$ cat src/rtl/bcd_seq_addsub.sv
// Serial packed-BCD add/subtract: one digit per clock, LSD first, shared digit adder.
// Define BCD_SIGNMAG_EN for sign/magnitude subtraction (extra COMP pass, neg flag).
module bcd_seq_addsub #(
  parameter int DIGITS = 4
) (
  input  logic                clk,
  input  logic                rst_n,
  input  logic                start,
  input  logic                sub,
  input  logic [4*DIGITS-1:0] a,
  input  logic [4*DIGITS-1:0] b,
  output logic                ready,
  output logic                busy,
  output logic                done,
  output logic [4*DIGITS-1:0] result,
  output logic                cout,
  output logic                neg,
  output logic                err
);

  localparam int W  = 4 * DIGITS;
  localparam int IW = (DIGITS > 1) ? $clog2(DIGITS) : 1;

  typedef enum logic [1:0] {
    IDLE = 2'd0,
    RUN  = 2'd1,
    DONE = 2'd2
`ifdef BCD_SIGNMAG_EN
    , COMP = 2'd3
`endif
  } state_t;

  state_t          state, state_nxt;
  logic [W-1:0]    a_q, b_q;
  logic            sub_q;
  logic [IW-1:0]   idx;
  logic            carry;
  logic [W-1:0]    res_q;
  logic            cout_q, neg_q, err_q;

  logic            last;
  logic            bad_in;
  logic            in_comp;
  logic [3:0]      op_x, op_y;
  logic [4:0]      sum;
  logic [4:0]      sum_adj;
  logic            gt9;
  logic [3:0]      digit;

  function automatic logic has_bad(input logic [W-1:0] v);
    has_bad = 1'b0;
    for (int i = 0; i < DIGITS; i++)
      if (v[4*i +: 4] > 4'd9) has_bad = 1'b1;
  endfunction

  assign last   = (idx == IW'(DIGITS - 1));
  assign bad_in = has_bad(a) | has_bad(b);

`ifdef BCD_SIGNMAG_EN
  assign in_comp = (state == COMP);
`else
  assign in_comp = 1'b0;
`endif

  // COMP re-runs the adder as 9's complement of the raw result plus one
  always_comb begin
    op_x = a_q[{idx, 2'b00} +: 4];
    op_y = sub_q ? 4'd9 - b_q[{idx, 2'b00} +: 4]
                 : b_q[{idx, 2'b00} +: 4];
    if (in_comp) begin
      op_x = 4'd9 - res_q[{idx, 2'b00} +: 4];
      op_y = 4'd0;
    end
  end

  assign sum     = {1'b0, op_x} + {1'b0, op_y} + {4'd0, carry};
  assign sum_adj = sum + 5'd6;
  assign gt9     = (sum > 5'd9);
  assign digit   = gt9 ? sum_adj[3:0] : sum[3:0];

  always_ff @(posedge clk or negedge rst_n) begin
    if (!rst_n) state <= IDLE;
    else        state <= state_nxt;
  end

  always_comb begin
    state_nxt = state;
    case (state)
      IDLE: if (start) state_nxt = bad_in ? DONE : RUN;
      RUN: begin
        if (last) begin
          state_nxt = DONE;
`ifdef BCD_SIGNMAG_EN
          if (sub_q && !gt9) state_nxt = COMP;
`endif
        end
      end
`ifdef BCD_SIGNMAG_EN
      COMP: if (last) state_nxt = DONE;
`endif
      DONE: state_nxt = IDLE;
      default: state_nxt = IDLE;
    endcase
  end

  always_ff @(posedge clk or negedge rst_n) begin
    if (!rst_n) begin
      a_q    <= '0;
      b_q    <= '0;
      sub_q  <= 1'b0;
      idx    <= '0;
      carry  <= 1'b0;
      res_q  <= '0;
      cout_q <= 1'b0;
      neg_q  <= 1'b0;
      err_q  <= 1'b0;
    end else begin
      case (state)
        IDLE: begin
          if (start) begin
            a_q    <= a;
            b_q    <= b;
            sub_q  <= sub;
            idx    <= '0;
            carry  <= sub;
            res_q  <= '0;
            cout_q <= 1'b0;
            neg_q  <= 1'b0;
            err_q  <= bad_in;
          end
        end
        RUN: begin
          res_q[{idx, 2'b00} +: 4] <= digit;
          carry <= gt9;
          idx   <= idx + 1'b1;
          if (last) begin
            idx    <= '0;
            cout_q <= gt9;
`ifdef BCD_SIGNMAG_EN
            if (sub_q && !gt9) carry <= 1'b1;
`endif
          end
        end
`ifdef BCD_SIGNMAG_EN
        COMP: begin
          res_q[{idx, 2'b00} +: 4] <= digit;
          carry <= gt9;
          idx   <= idx + 1'b1;
          if (last) begin
            idx    <= '0;
            neg_q  <= 1'b1;
            cout_q <= 1'b0;
          end
        end
`endif
        default: ;
      endcase
    end
  end

  assign ready  = (state == IDLE);
  assign busy   = (state == RUN) | in_comp;
  assign done   = (state == DONE);
  assign result = res_q;
  assign cout   = cout_q;
  assign neg    = neg_q;
  assign err    = err_q;

endmodule

$ cat config.mk
export PLATFORM = sky130hd
export DESIGN_NAME = bcd_seq_addsub
export DESIGN_NICKNAME = d
export VERILOG_FILES = /design/src/rtl/bcd_seq_addsub.sv
export SDC_FILE = /design/constraint.sdc
export NUM_CORES = 1
export LEC_CHECK = 0
export CORE_MARGIN = 5
export CORE_UTILIZATION = 35
export DETAILED_ROUTE_END_ITERATION = 16
export MAX_ROUTING_LAYER = met4
export PLACE_DENSITY = 0.67
export SYNTH_ARGS = -nofsm -noshare
export SYNTH_HDL_FRONTEND = slang
export SYNTH_SLANG_ARGS = --single-unit
export TNS_END_PERCENT = 5
$ cat constraint.sdc
create_clock -name clk -period 6.2 [get_ports clk]
set_input_delay 0.93 -clock clk [delete_from_list [all_inputs] [get_ports clk]]
set_output_delay 0.93 -clock clk [all_outputs]
set_load 0.005 [all_outputs]
# Word-level counts from Yosys, hierarchy flattened
# Index checks and enable logic that the tools add are counted.
# word_totals
out_inout_bits	22
regBits	56
# op_classes
reduce_logical	6
eq_ne	5
n_shift	4
bitwise_logic	1
mux	25
n_addsub	6
magnitude_cmp	9
# ops
op	count
$gt A4 B4 Y1 const B	8
$pmux W16 S2	1
$shiftx A16 B5 Y4	2
$bwmux W16	1
$mux W16	1
$shift A4 B6 Y16 const A	1
$shiftx A4 B6 Y16	1
$mux W1	11
$mux W2	5
$mux W4	2
$pmux W2 S2	2
$neg A4 Y6	1
$reduce_and A2 Y1	3
$add A4 B4 Y5	1
$add A5 B1 Y5	1
$gt A5 B4 Y1 const B	1
$add A4 B3 Y4 const B	1
$eq A2 B2 Y1 const B	2
$pmux W1 S2	2
$sub A4 B4 Y4 const A	1
$reduce_and A3 Y1	1
$add A2 B1 Y2 const B	1
$eq A2 B1 Y1 const B	1
$logic_not A2 Y1	1
other kinds (4)	4

# Longest topological paths before layout
# logic_depth
word_depth	10
mapped_depth	15

# Least setup slack after synthesis
# No wires, ideal clock.
# synth_path
path_kind	register to register
startpoint	register idx[0]
endpoint	register res_q[10] (netlist: result[10])
setup_ns	0.135
t_arrival_ns	3.510
n_path_buf	2
synth_period_minus_slack_ns	3.645
path_stages_with_launch	16
setup_slack_ns	2.555
path_cell_list	dfrtp_1 clkbuf_1 buf_2 mux4_2 inv_1 fa_1 inv_1 fa_1 xor2_1 inv_1 ha_1 nand2_1 nand3b_1 o31a_1 a311oi_2 o21ai_0
# synth_between
elab_chain_cells	10
elab_cells_between_ends	14
# synth_lines
item	line_no	source
from (decl)	36	logic [IW-1:0] idx;
from (signal assigned)	135	idx <= idx + 1'b1;
$shiftx A16 B5 Y4	68, 69	
$sub A4 B4 Y4	68	op_y = sub_q ? 4'd9 - b_q[{idx, 2'b00} +: 4]
$mux W4	68	
$add A4 B4 Y5	76	assign sum = {1'b0, op_x} + {1'b0, op_y} + {4'd0, carry};
$add A5 B1 Y5	76	
$add A4 B3 Y4 / $gt A5 B4 Y1 (equally long branches)	77, 78	
$mux W4	79	assign digit = gt9 ? sum_adj[3:0] : sum[3:0];
$shiftx A4 B6 Y16	133	res_q[{idx, 2'b00} +: 4] <= digit;
$bwmux W16 (*)	133	
$pmux W16 S2 (*)	118	case (state)
to (signal, indexed assignment)	133	
to (decl)	38	logic [W-1:0] res_q;
# Every way passes the cells marked *; elsewhere a longest branch is shown, timed or not.
# A chain may end at the register's enable or synchronous reset.

# Final worst setup path
# layout_path
startpoint	register idx[0]
endpoint	register res_q[14] (netlist: result[14])
# Same word-level chain as after synthesis.

==> load_flow_metrics.sql <==
INSERT INTO impl_metrics (metric_group, metric, value, unit) VALUES
('synth', 'synthMostInstantiatedCell', 'dfrtp_1', ''),
('power', 'clock_power_share', '19.3', '%'),
('floorplan', 'floorplan.initialDensity', '35.36', '%'),
('worst_setup_path', 'worst-r2r-setup-slack', '2.22', 'ns'),
('sta', 'final_hold_fails', '0', ''),
('clock_network', 'numCtsBuffers', '5', ''),
('clock_network', 'clk_path_buf_depth', '2', ''),
('floorplan', 'floorplan.die_area', '10080', 'um2'),
('synth', 'syn_nets', '292', ''),
('clock_network', 'ctsHoldBuffers', '0', ''),
('min_path', 'hold_path_startpoint', 'result[1]', ''),
('global_routing', 'global_route_wire_length_before_repair', '10580', 'um'),
('drt', 'vias', '2052', ''),
('synth', 'syn_area', '2861', 'um2'),
('power', 'power_switching_share', '34.24', '%'),
('worst_setup_path', 'path_cells', 'mux4_2, xnor2_1, fa_1, inv_1, fa_1, xor2_1, inv_1, ha_1, nand2_1, nand3b_1, o31a_1, a311oi_2, o21ai_0', ''),
('synth', 'synth.avg_cell_area', '11.68', 'um2'),
('placed_design', 'hpwlAfterDp', '5035', 'um'),
('sta', 'final_period_minus_worst_setup_slack', '3.978', 'ns'),
('global_routing', 'overflow', '0', ''),
('drt', 'first_iter_violations', '86', ''),
('synth', 'synth_cell_types', '39', ''),
('finish', 'n_antenna_cell', '0', ''),
('power', 'cellPowerDensity', '304.6', 'nW/um2'),
('worst_setup_path', 'worst_path_max_delay_cell', 'dfrtp_1', ''),
('worst_setup_path', 'crit_family', 'adder cells', ''),
('min_path', 'timing.hold.worst.class', 'reg2reg', ''),
('synth', 'most_instantiated_flip_flop_cell_in_the_synthesis_netlist', 'dfrtp_1', ''),
('drt', 'detail_route.first_pass.iterations', '5', ''),
('synth', 'synth-seq-cells', '56', ''),
('global_routing', 'antenna_found_initial', '0', ''),
('clock_network', 'path_clk_slew', '0.10', 'ns'),
('clock_network', 'postCtsSetupBuffers', '0', ''),
('drt', 'drt-total-wl', '6489', 'um'),
('worst_setup_path', 'crit_path_max_incr_delay', '0.82', 'ns'),
('clock_network', 'tritoncts_clock_tree', 'done', ''),
('worst_setup_path', 'crit_path_max_fanout', '16', ''),
('worst_setup_path', 'critPathArrivalTime', '4.16', 'ns'),
('worst_setup_path', 'cp_num_buf_inv', '2', ''),
('worst_setup_path', 'crit-reg2reg-capture', 'result[14]', ''),
('job', 'timing.max_cap.violations', '0', ''),
('worst_setup_path', 'logic_depth_of_the_worst_register_to_register_path', '13', ''),
('sta', 'whs', '0.4830', 'ns'),
('sta', 'fin_crit_sh', '64.16', '%'),
('clock_network', 'insertion_delay', '0.31', 'ns'),
('run_status', 'status', 'finished, final reports clean', ''),
('clock_network', 'cts_resized', '0', ''),
('synth', 'synth_top_cells_by_area', 'dfrtp_1, mux2_2, mux4_2, ha_1, nand2_1', ''),
('sta', 'finalMaxSlewViolations', '0', ''),
('placed_design', 'place.gp.congestion', '0.8374', ''),
('sta', 'maxSlewHeadroom', '52.17', '%'),
('worst_setup_path', 'critPathLaunchType', 'flip-flop', ''),
('global_routing', 'grt_max_degree', '57', ''),
('sta', 'grt_setup_unrepaired', 'no', ''),
('sta', 'fin_setup_tns', '0', 'ns'),
('finish', 'areaGrowthSynthToFinish', '26.76', '%'),
('drt', 'post_drt_via_cell_ratio', '5.042', ''),
('power', 'comb_power_share', '41.2', '%'),
('drt', 'drtAntennaViolNets', '0', ''),
('power', 'p_sw', '378.3', 'uW'),
('sta', 'setup-violations-final', '0', ''),
('worst_setup_path', 'timing.critical_path.to_type', 'flip-flop', ''),
('synth', 'synth-async-reset-ratio', '100.0', '%'),
('global_routing', 'first_global_vias', '2109', ''),
('sta', 'clock.fmax', '0.2514', 'GHz'),
('synth', 'synth-edff-count', '0', ''),
('worst_setup_path', 'critical_path_depth', '13', ''),
('worst_setup_path', 'criticalPathCategory', 'reg2reg', ''),
('synth', 'post-synth-top-area-cell', 'dfrtp_1', ''),
('floorplan', 'dieHeight', '100.4', 'um'),
('power', 'vdd_drop_max', '0.1277', 'mV');
power by group through the flow:
| stage | registers [mW] | logic [mW] | clock network [mW] |
|---|---|---|---|
| 4_1_cts | 0.438 | 0.455 | 0.219 |
| 2_1_floorplan | 0.431 | 0.338 | 0 |
| 6_report | 0.437 | 0.455 | 0.213 |
| 3_3_place_gp | 0.444 | 0.447 | 0 |
| 5_1_grt | 0.443 | 0.502 | 0.232 |
| 3_5_place_dp | 0.445 | 0.451 | 0 |
metal layers:
layer  track usage (%)  up-vias  wire length, um
met5                 -        -                0
met2             21.92       63             3077
met3             3.127        6              357
met4             2.487        0               39
met1             17.98      996             3014
li1                  -      987                -
logic make-up (layout without fill, tap and decap cells):
| group | count (synthesis) | count (layout) | share of synthesized area [%] |
|---|---|---|---|
| and+or+nand+nor | 63 | 63 | 11.24 |
| AOI/OAI and AO/OA | 45 | 45 | 10.19 |
| adders and majority gates | 11 | 11 | 5.335 |
| buffers and inverters | 24 | 81 | 3.454 |
| xor gates and xnor gates | 3 | 3 | 0.9184 |
| other | 1 | 1 | 0.1311 |
| DFF | 56 | 56 | 48.97 |
| muxes | 42 | 42 | 19.76 |
final cells by class:
type	count	area, um2	share of cell area [%]
Tap cell	105	131.4	3.622
Timing Repair Buffer	58	570.5	15.73
Multi-Input combinational cell	165	1368	37.70
Clock buffer	7	96.34	2.656
Sequential cell	56	1401	38.63
Inverter	16	60.06	1.656
worst max path at each step:
stage,slack [ns],endpoint,startpoint
6_report,2.22,result[14],idx[0]
4_1_cts,2.19,result[14],idx[0]
3_3_place_gp,2.31,result[10],idx[0]
5_1_grt,1.85,result[14],idx[0]
3_5_place_dp,2.20,result[14],idx[0]
2_1_floorplan,2.56,result[10],idx[0]
stage by stage:
step	area, um2	setup slack [ns]	utilization, %	std cells
global placement	3531	2.312	43.63	400
finish	3627	2.222	44.82	407
detailed placement	3531	2.199	43.63	400
floorplan	2861	2.555	-	245
CTS	3627	2.187	44.82	407
global route	3627	1.846	44.82	407
sequential cells by signal, summed over array words and instances (netlist names):
register and flops:
result 16, sub_q 1, idx 2, cout 1, a_q 16, state 2
b_q 16, carry 1, err 1
placed cells by master (no fill, tap or decap), types with 6 or more instances in the layout:
master and instances:
inv_1 16, clkdlybuf4s50_1 55, clkbuf_8 7, nand2_1 29
mux4_2 8, a21oi_1 6, a22o_1 6, o31ai_1 6
dfrtp_1 56, o21ai_0 20, nor2_1 8, mux2_2 33
ha_1 9
worst register-to-register path: cells and delay by family (launching register included):
family / cells / cell delay (ns)
flip-flops: 1 / 0.82
buffers and inverters: 2 / 0.13
AND/OR/NAND/NOR: 2 / 0.21
XOR/XNOR: 2 / 0.44
adder cells (fa/ha/maj): 3 / 0.91
AO/OA/AOI/OAI: 3 / 0.73
multiplexers: 1 / 0.60
No activity file was read; power rests on OpenSTA's default activity.
